`src/rtl/spi_ram_pkg.sv`:
```
// Shared definitions for the SPI-attached burst RAM: command encodings and FSM states.
package spi_ram_pkg;

    typedef enum logic [1:0] {
        CMD_WR_ADDR = 2'b00,
        CMD_WR_DATA = 2'b01,
        CMD_RD_ADDR = 2'b10,
        CMD_RD_DATA = 2'b11
    } cmd_e;

    typedef enum logic [1:0] {
        IDLE    = 2'd0,
        FETCH   = 2'd1,
        PRESENT = 2'd2
    } state_e;

endpackage

```
`src/rtl/spi_ram_burst_if.sv`:
```
// Word-level bus between the SPI slave shifter (master) and the burst RAM (slave).
interface spi_ram_burst_if #(
    parameter int unsigned DATA_W = 8
);
    logic              rx_valid;
    logic [DATA_W+1:0] din;
    logic              rx_ready;
    logic [DATA_W-1:0] dout;
    logic              tx_valid;
    logic              tx_ready;
    logic              err;

    modport master (output rx_valid, din, tx_ready,
                    input  rx_ready, dout, tx_valid, err);

    modport slave  (input  rx_valid, din, tx_ready,
                    output rx_ready, dout, tx_valid, err);
endinterface

```
`src/rtl/spi_ram_core.sv`:
```
// Single-port storage array: synchronous write, registered read.
module spi_ram_core #(
    parameter int unsigned DATA_W    = 8,
    parameter int unsigned ADDR_W    = 8,
    parameter int unsigned MEM_DEPTH = 256
) (
    input  logic              clk,
    input  logic              we,
    input  logic              re,
    input  logic [ADDR_W-1:0] addr,
    input  logic [DATA_W-1:0] wdata,
    output logic [DATA_W-1:0] rdata
);
    logic [DATA_W-1:0] mem [MEM_DEPTH];

    // Write and registered read share the one address port; contents are never reset.
    always_ff @(posedge clk) begin
        if (we) begin
            mem[addr] <= wdata;
        end
        if (re) begin
            rdata <= mem[addr];
        end
    end
endmodule

```
`src/rtl/spi_ram_burst.sv`:
```
// Command decoder, pointers, read FSM and handshake in front of spi_ram_core.
// Optional build macro: SPI_RAM_AUTOINC_EN enables pointer auto-increment (burst access).
module spi_ram_burst
    import spi_ram_pkg::*;
#(
    parameter int unsigned DATA_W    = 8,
    parameter int unsigned ADDR_W    = 8,
    parameter int unsigned MEM_DEPTH = 256
) (
    input  logic              clk,
    input  logic              rst_n,
    spi_ram_burst_if.slave    bus
);
    localparam int unsigned LAST_ADDR = MEM_DEPTH - 1;

    state_e            state;
    state_e            state_next;
    cmd_e              cmd;
    logic [DATA_W-1:0] payload;
    logic [ADDR_W-1:0] addr_ld;
    logic [ADDR_W-1:0] wr_ptr;
    logic [ADDR_W-1:0] rd_ptr;
    logic [DATA_W-1:0] rdata;
    logic [DATA_W-1:0] dout_q;
    logic              rx_ready_q;
    logic              tx_valid_q;
    logic              err_q;
    logic              accept_c;
    logic              xfer_c;
    logic              in_range_c;

    assign cmd        = cmd_e'(bus.din[DATA_W+1:DATA_W]);
    assign payload    = bus.din[DATA_W-1:0];
    assign addr_ld    = payload[ADDR_W-1:0];
    assign accept_c   = bus.rx_valid & rx_ready_q;
    assign xfer_c     = tx_valid_q & bus.tx_ready;
    assign in_range_c = 32'(addr_ld) < MEM_DEPTH;

    assign bus.rx_ready = rx_ready_q;
    assign bus.tx_valid = tx_valid_q;
    assign bus.dout     = dout_q;
    assign bus.err      = err_q;

`ifdef SPI_RAM_AUTOINC_EN
    // Next pointer with wrap at the top of the populated array.
    function automatic logic [ADDR_W-1:0] ptr_inc(input logic [ADDR_W-1:0] ptr);
        return (ptr == ADDR_W'(LAST_ADDR)) ? '0 : ADDR_W'(ptr + 1'b1);
    endfunction
`endif

    spi_ram_core #(
        .DATA_W    (DATA_W),
        .ADDR_W    (ADDR_W),
        .MEM_DEPTH (MEM_DEPTH)
    ) u_core (
        .clk   (clk),
        .we    (accept_c && (cmd == CMD_WR_DATA)),
        .re    (state == FETCH),
        .addr  ((state == FETCH) ? rd_ptr : wr_ptr),
        .wdata (payload),
        .rdata (rdata)
    );

    // State register.
    always_ff @(posedge clk or negedge rst_n) begin
        if (!rst_n) begin
            state <= IDLE;
        end else begin
            state <= state_next;
        end
    end

    // Next-state: a read command walks IDLE -> FETCH -> PRESENT, back on transfer.
    always_comb begin
        state_next = state;
        case (state)
            IDLE:    if (accept_c && (cmd == CMD_RD_DATA)) state_next = FETCH;
            FETCH:   state_next = PRESENT;
            PRESENT: if (xfer_c) state_next = IDLE;
            default: state_next = IDLE;
        endcase
    end

    // Pointer loads with range check; out-of-range loads leave the pointer and set sticky err.
    always_ff @(posedge clk or negedge rst_n) begin
        if (!rst_n) begin
            wr_ptr <= '0;
            rd_ptr <= '0;
            err_q  <= 1'b0;
        end else begin
            if (accept_c) begin
                case (cmd)
                    CMD_WR_ADDR: begin
                        if (in_range_c) wr_ptr <= addr_ld;
                        else            err_q  <= 1'b1;
                    end
                    CMD_WR_DATA: begin
`ifdef SPI_RAM_AUTOINC_EN
                        wr_ptr <= ptr_inc(wr_ptr);
`endif
                    end
                    CMD_RD_ADDR: begin
                        if (in_range_c) rd_ptr <= addr_ld;
                        else            err_q  <= 1'b1;
                    end
                    CMD_RD_DATA: begin
                    end
                endcase
            end
`ifdef SPI_RAM_AUTOINC_EN
            if (state == FETCH) begin
                rd_ptr <= ptr_inc(rd_ptr);
            end
`endif
        end
    end

    // Handshake outputs: dout loads on the first PRESENT cycle and holds afterwards.
    always_ff @(posedge clk or negedge rst_n) begin
        if (!rst_n) begin
            rx_ready_q <= 1'b1;
            tx_valid_q <= 1'b0;
            dout_q     <= '0;
        end else begin
            rx_ready_q <= (state_next == IDLE);
            if ((state == PRESENT) && !tx_valid_q) begin
                dout_q     <= rdata;
                tx_valid_q <= 1'b1;
            end else if (xfer_c) begin
                tx_valid_q <= 1'b0;
            end
        end
    end
endmodule

```
`src/flat_wrapper.sv`:
```
// flat-port wrapper written by rule: the top's interface ports become plain ports
module spi_ram_burst_flat import spi_ram_pkg::*;
#(
    parameter int unsigned DATA_W    = 8,
    parameter int unsigned ADDR_W    = 8,
    parameter int unsigned MEM_DEPTH = 256
)
  (clk, rst_n, bus_rx_valid, bus_din, bus_tx_ready, bus_rx_ready, bus_dout, bus_tx_valid, bus_err);
  spi_ram_burst_if #(.DATA_W(DATA_W)) bus_i ();
  input  logic clk;
  input  logic rst_n;
  input wire logic [$bits(bus_i.rx_valid)-1:0] bus_rx_valid;
  input wire logic [$bits(bus_i.din)-1:0] bus_din;
  input wire logic [$bits(bus_i.tx_ready)-1:0] bus_tx_ready;
  output wire logic [$bits(bus_i.rx_ready)-1:0] bus_rx_ready;
  output wire logic [$bits(bus_i.dout)-1:0] bus_dout;
  output wire logic [$bits(bus_i.tx_valid)-1:0] bus_tx_valid;
  output wire logic [$bits(bus_i.err)-1:0] bus_err;
  assign bus_i.rx_valid = bus_rx_valid;
  assign bus_i.din = bus_din;
  assign bus_i.tx_ready = bus_tx_ready;
  assign bus_rx_ready = bus_i.rx_ready;
  assign bus_dout = bus_i.dout;
  assign bus_tx_valid = bus_i.tx_valid;
  assign bus_err = bus_i.err;
  spi_ram_burst #(.DATA_W(DATA_W), .ADDR_W(ADDR_W), .MEM_DEPTH(MEM_DEPTH)) u_core (.clk(clk), .rst_n(rst_n), .bus(bus_i));
endmodule
```
`config.mk`:
```
export PLATFORM = sky130hd
export DESIGN_NAME = spi_ram_burst_flat
export DESIGN_NICKNAME = d
export VERILOG_FILES = /design/src/rtl/spi_ram_pkg.sv /design/src/rtl/spi_ram_burst_if.sv /design/src/rtl/spi_ram_core.sv /design/src/rtl/spi_ram_burst.sv /design/src/flat_wrapper.sv
export SDC_FILE = /design/constraint.sdc
export NUM_CORES = 2
export LEC_CHECK = 0
export CELL_PAD_IN_SITES_DETAIL_PLACEMENT = 0
export CELL_PAD_IN_SITES_GLOBAL_PLACEMENT = 1
export CORE_ASPECT_RATIO = 0.7
export CORE_MARGIN = 8
export CORE_UTILIZATION = 61
export DETAILED_ROUTE_END_ITERATION = 12
export PLACE_DENSITY = 0.86
export SETUP_SLACK_MARGIN = 0.2
export SYNTH_ARGS = -nofsm -noshare
export SYNTH_HDL_FRONTEND = slang
export SYNTH_HIERARCHICAL = 1
export SYNTH_SLANG_ARGS = --single-unit
```
`constraint.sdc`:
```
create_clock -name clk -period 5.2 [get_ports clk]
set_input_delay 0.52 -clock clk [delete_from_list [all_inputs] [get_ports clk]]
set_output_delay 0.52 -clock clk [all_outputs]
set_load 0.02 [all_outputs]
```
==> results.cfg <==
[placement]
gp_congestion = 0.828
dp.cells = 5374
io_buffers = 23
dp_hpwl_um = 108000

[detailed_routing]
vias = 39700
drt-total-wl_um = 190000
wl_per_cell_um = 33.3
drtIter0Drc = 6099
antenna_left = 0
vias_per_cell = 6.96
route.detailed.drc = 0
dr.pass1.iters = 5

[global_route]
grt_pass1_vias = 39300
grt_pass1_wl_um = 276000
track_usage_pct = 26.6
antenna_found_initial = 6
grt_max_degree = 179
grt_overflow_total = 0

[power_and_ir_drop]
total_power_mw = 43.6
power.leakage_nw = 27.1
peakVddDrop_mv = 0.521
p_per_area_nw_per_um2 = 491

[clock_tree]
cts_root_buffer = clkbuf_16
path_clk_slew_ns = 0.07
htreeDepth = 4
cts_hold_buf = 0
insertion_delay_ns = 0.80
cts_tree = yes
cts_buffer_depth = 3
numCtsBuffers = 178
cts.sinks = 2084
post-cts-setup-buffer-count = 0

[finish]
drive_above_1_share_pct = 25.8
nets = 3817
final_cell_mix = edfxtp_1 (2,056), mux4_2 (512), a22oi_1 (256)
final_cells = 5703
syn_to_final_growth_pct = 11.4
final_common_cell = edfxtp_1

[worst_setup_path]
reg2reg_slack_ns = 0.43
ff2ff_path_depth = 10
slowest_delay_ns = 0.89
arrival_ns = 5.27
r2r_start = u_core/state[1]
crit_family = compound AO/OA/AOI/OAI gates
cp.required_ns = 5.70
cpMostUsedCell = buf_4
cp-end-kind = flop
cp-start-kind = flop
crit_chain = nand2b_1, mux2_8, buf_12, buf_4, mux4_2, a22oi_1, a21oi_1, o41ai_1, buf_4, nand4_1
r2r_end = u_core/u_core/rdata[6]
crit_type = reg -> reg
crit_path_max_fanout = 38
worst_path_max_delay_cell = o41ai_1
cp_num_buf_inv = 3

[yosys]
synth_fp_nets = 3638
syn_area_per_cell_um2 = 22.0
synthCells = 3624
yosysSeqAreaShare_pct = 78.3
ys_seq_elements = 2084
netlist_area_um2 = 79800
synthesis.yosys.warnings = 6
synthDistinctLibCells = 32

[floorplan]
die_h_um = 319
initial_core_util_pct = 61.2
die_area_um2 = 143000
rows = 111
core-area_um2 = 130000
die_w_um = 448
io_pins = 25

[timing]
skew_ns = 0.0318
setup_tns_ns = 0
slew_violations = 0
hold_violations = 0
fmax_mhz = 210
setup_viol = 0
fin_crit_ns = 4.77
tightest_slew_ns = 1.23
rsz0062_at_grt = false
period_share_pct = 91.7
max_slew_margin_pct = 16.8

[run_status]
status = finished clean

[min_path]
min_path_type = in -> async

[run]
cap_violations = 0
## repair_timing
action	in CTS	in global routing
pin swaps	0	0
resized for setup	1	3
setup endpoints to repair	1	3
## metal layers
metal / vias to the layer above / routed length (µm) / track usage, % / share of wire, %
li1: 15700 / - / - / -
met3: 349 / 23900 / 6.23 / 13
met5: - / 13 / 0 / 0.0068
met1: 20900 / 72200 / 40.0 / 38
met2: 2801 / 88100 / 39.5 / 46
met4: 2 / 5840 / 8.36 / 3.1
## per-stage QoR
step,utilization (%),setup WS (ns),hold WS (ns),area [µm²]
after global placement,63.8,0.251,0.474,83100
after global routing,68.2,0.305,0.112,88800
after CTS,68.2,0.269,0.0452,88800
final,68.2,0.433,0.102,88800
after detailed placement,63.8,0.239,0.490,83100
after floorplan,-,2.03,0.224,79800
## area by class of cell
class	count	area [µm²]
clock inverter	95	925
multi-input combinational	1304	16300
inverter	2	7.51
antenna	4	10.0
fill	7708	41400
sequential	2084	62400
clock buffer	230	4760
timing repair buffer	233	2200
tap	1751	2190
## synthesized netlist by cell type
library cell | number | share of area (%)
nor3_1 | 30 | 0.19
conb_1 | 1 | 0.0047
o21ai_0 | 1 | 0.0063
buf_2 | 37 | 0.23
o41ai_1 | 32 | 0.35
clkbuf_1 | 145 | 0.68
and2_1 | 4 | 0.031
nand2b_4 | 1 | 0.017
nor2_2 | 1 | 0.0078
mux2i_1 | 1 | 0.013
nor4b_1 | 1 | 0.011
or2_2 | 2 | 0.016
dfstp_2 | 1 | 0.033
nor2b_1 | 7 | 0.055
buf_1 | 19 | 0.089
buf_6 | 16 | 0.23
nand2_1 | 29 | 0.14
mux2_2 | 32 | 0.45
dfrtp_1 | 27 | 0.85
buf_4 | 17 | 0.16
edfxtp_1 | 2056 | 77
nand4b_2 | 1 | 0.019
nand3_1 | 14 | 0.088
inv_1 | 2 | 0.0094
nand4_1 | 8 | 0.063
a22oi_1 | 256 | 2.4
or3_1 | 1 | 0.0078
mux4_2 | 512 | 14
nor3_4 | 1 | 0.020
nor2_1 | 234 | 1.1
nand2b_1 | 7 | 0.055
a21oi_1 | 128 | 0.80
## logic make-up after synthesis
logic type | share of synthesized area (%)
AO/OA/AOI/OAI | 3.57
buffers and inverters | 1.40
flip-flops | 78.3
multiplexers | 14.9
other | 0.00470
AND/OR/NAND/NOR | 1.82
## registers in the layout (all words and copies together) (netlist names)
signal / flops
u_core/bus.rx_ready: 1
u_core/bus.dout: 8
u_core/u_core/rdata: 8
u_core/wr_ptr: 8
u_core/u_core/mem: 2048
u_core/rd_ptr: 8
u_core/state: 2
u_core/bus.tx_valid: 1
## worst max path at each step
stage               startpoint                        end  slack (ns)  depth (start not counted)
6_report       u_core/state[1]     u_core/u_core/rdata[6]        0.43                         10
2_1_floorplan  u_core/state[1]  u_core/u_core/mem[112][0]        2.03                         10
4_1_cts        u_core/state[1]     u_core/u_core/rdata[7]        0.27                          8
3_3_place_gp   u_core/state[1]     u_core/u_core/rdata[4]        0.25                          8
3_5_place_dp   u_core/state[1]     u_core/u_core/rdata[4]        0.24                          8
5_1_grt        u_core/state[1]     u_core/u_core/rdata[6]        0.31                         10
## power by group
part           switching [mW]  internal [mW]
clock                    5.87           7.27
sequential             0.0795           18.6
combinational            6.85           4.95
(Power assumes the default switching activity.)
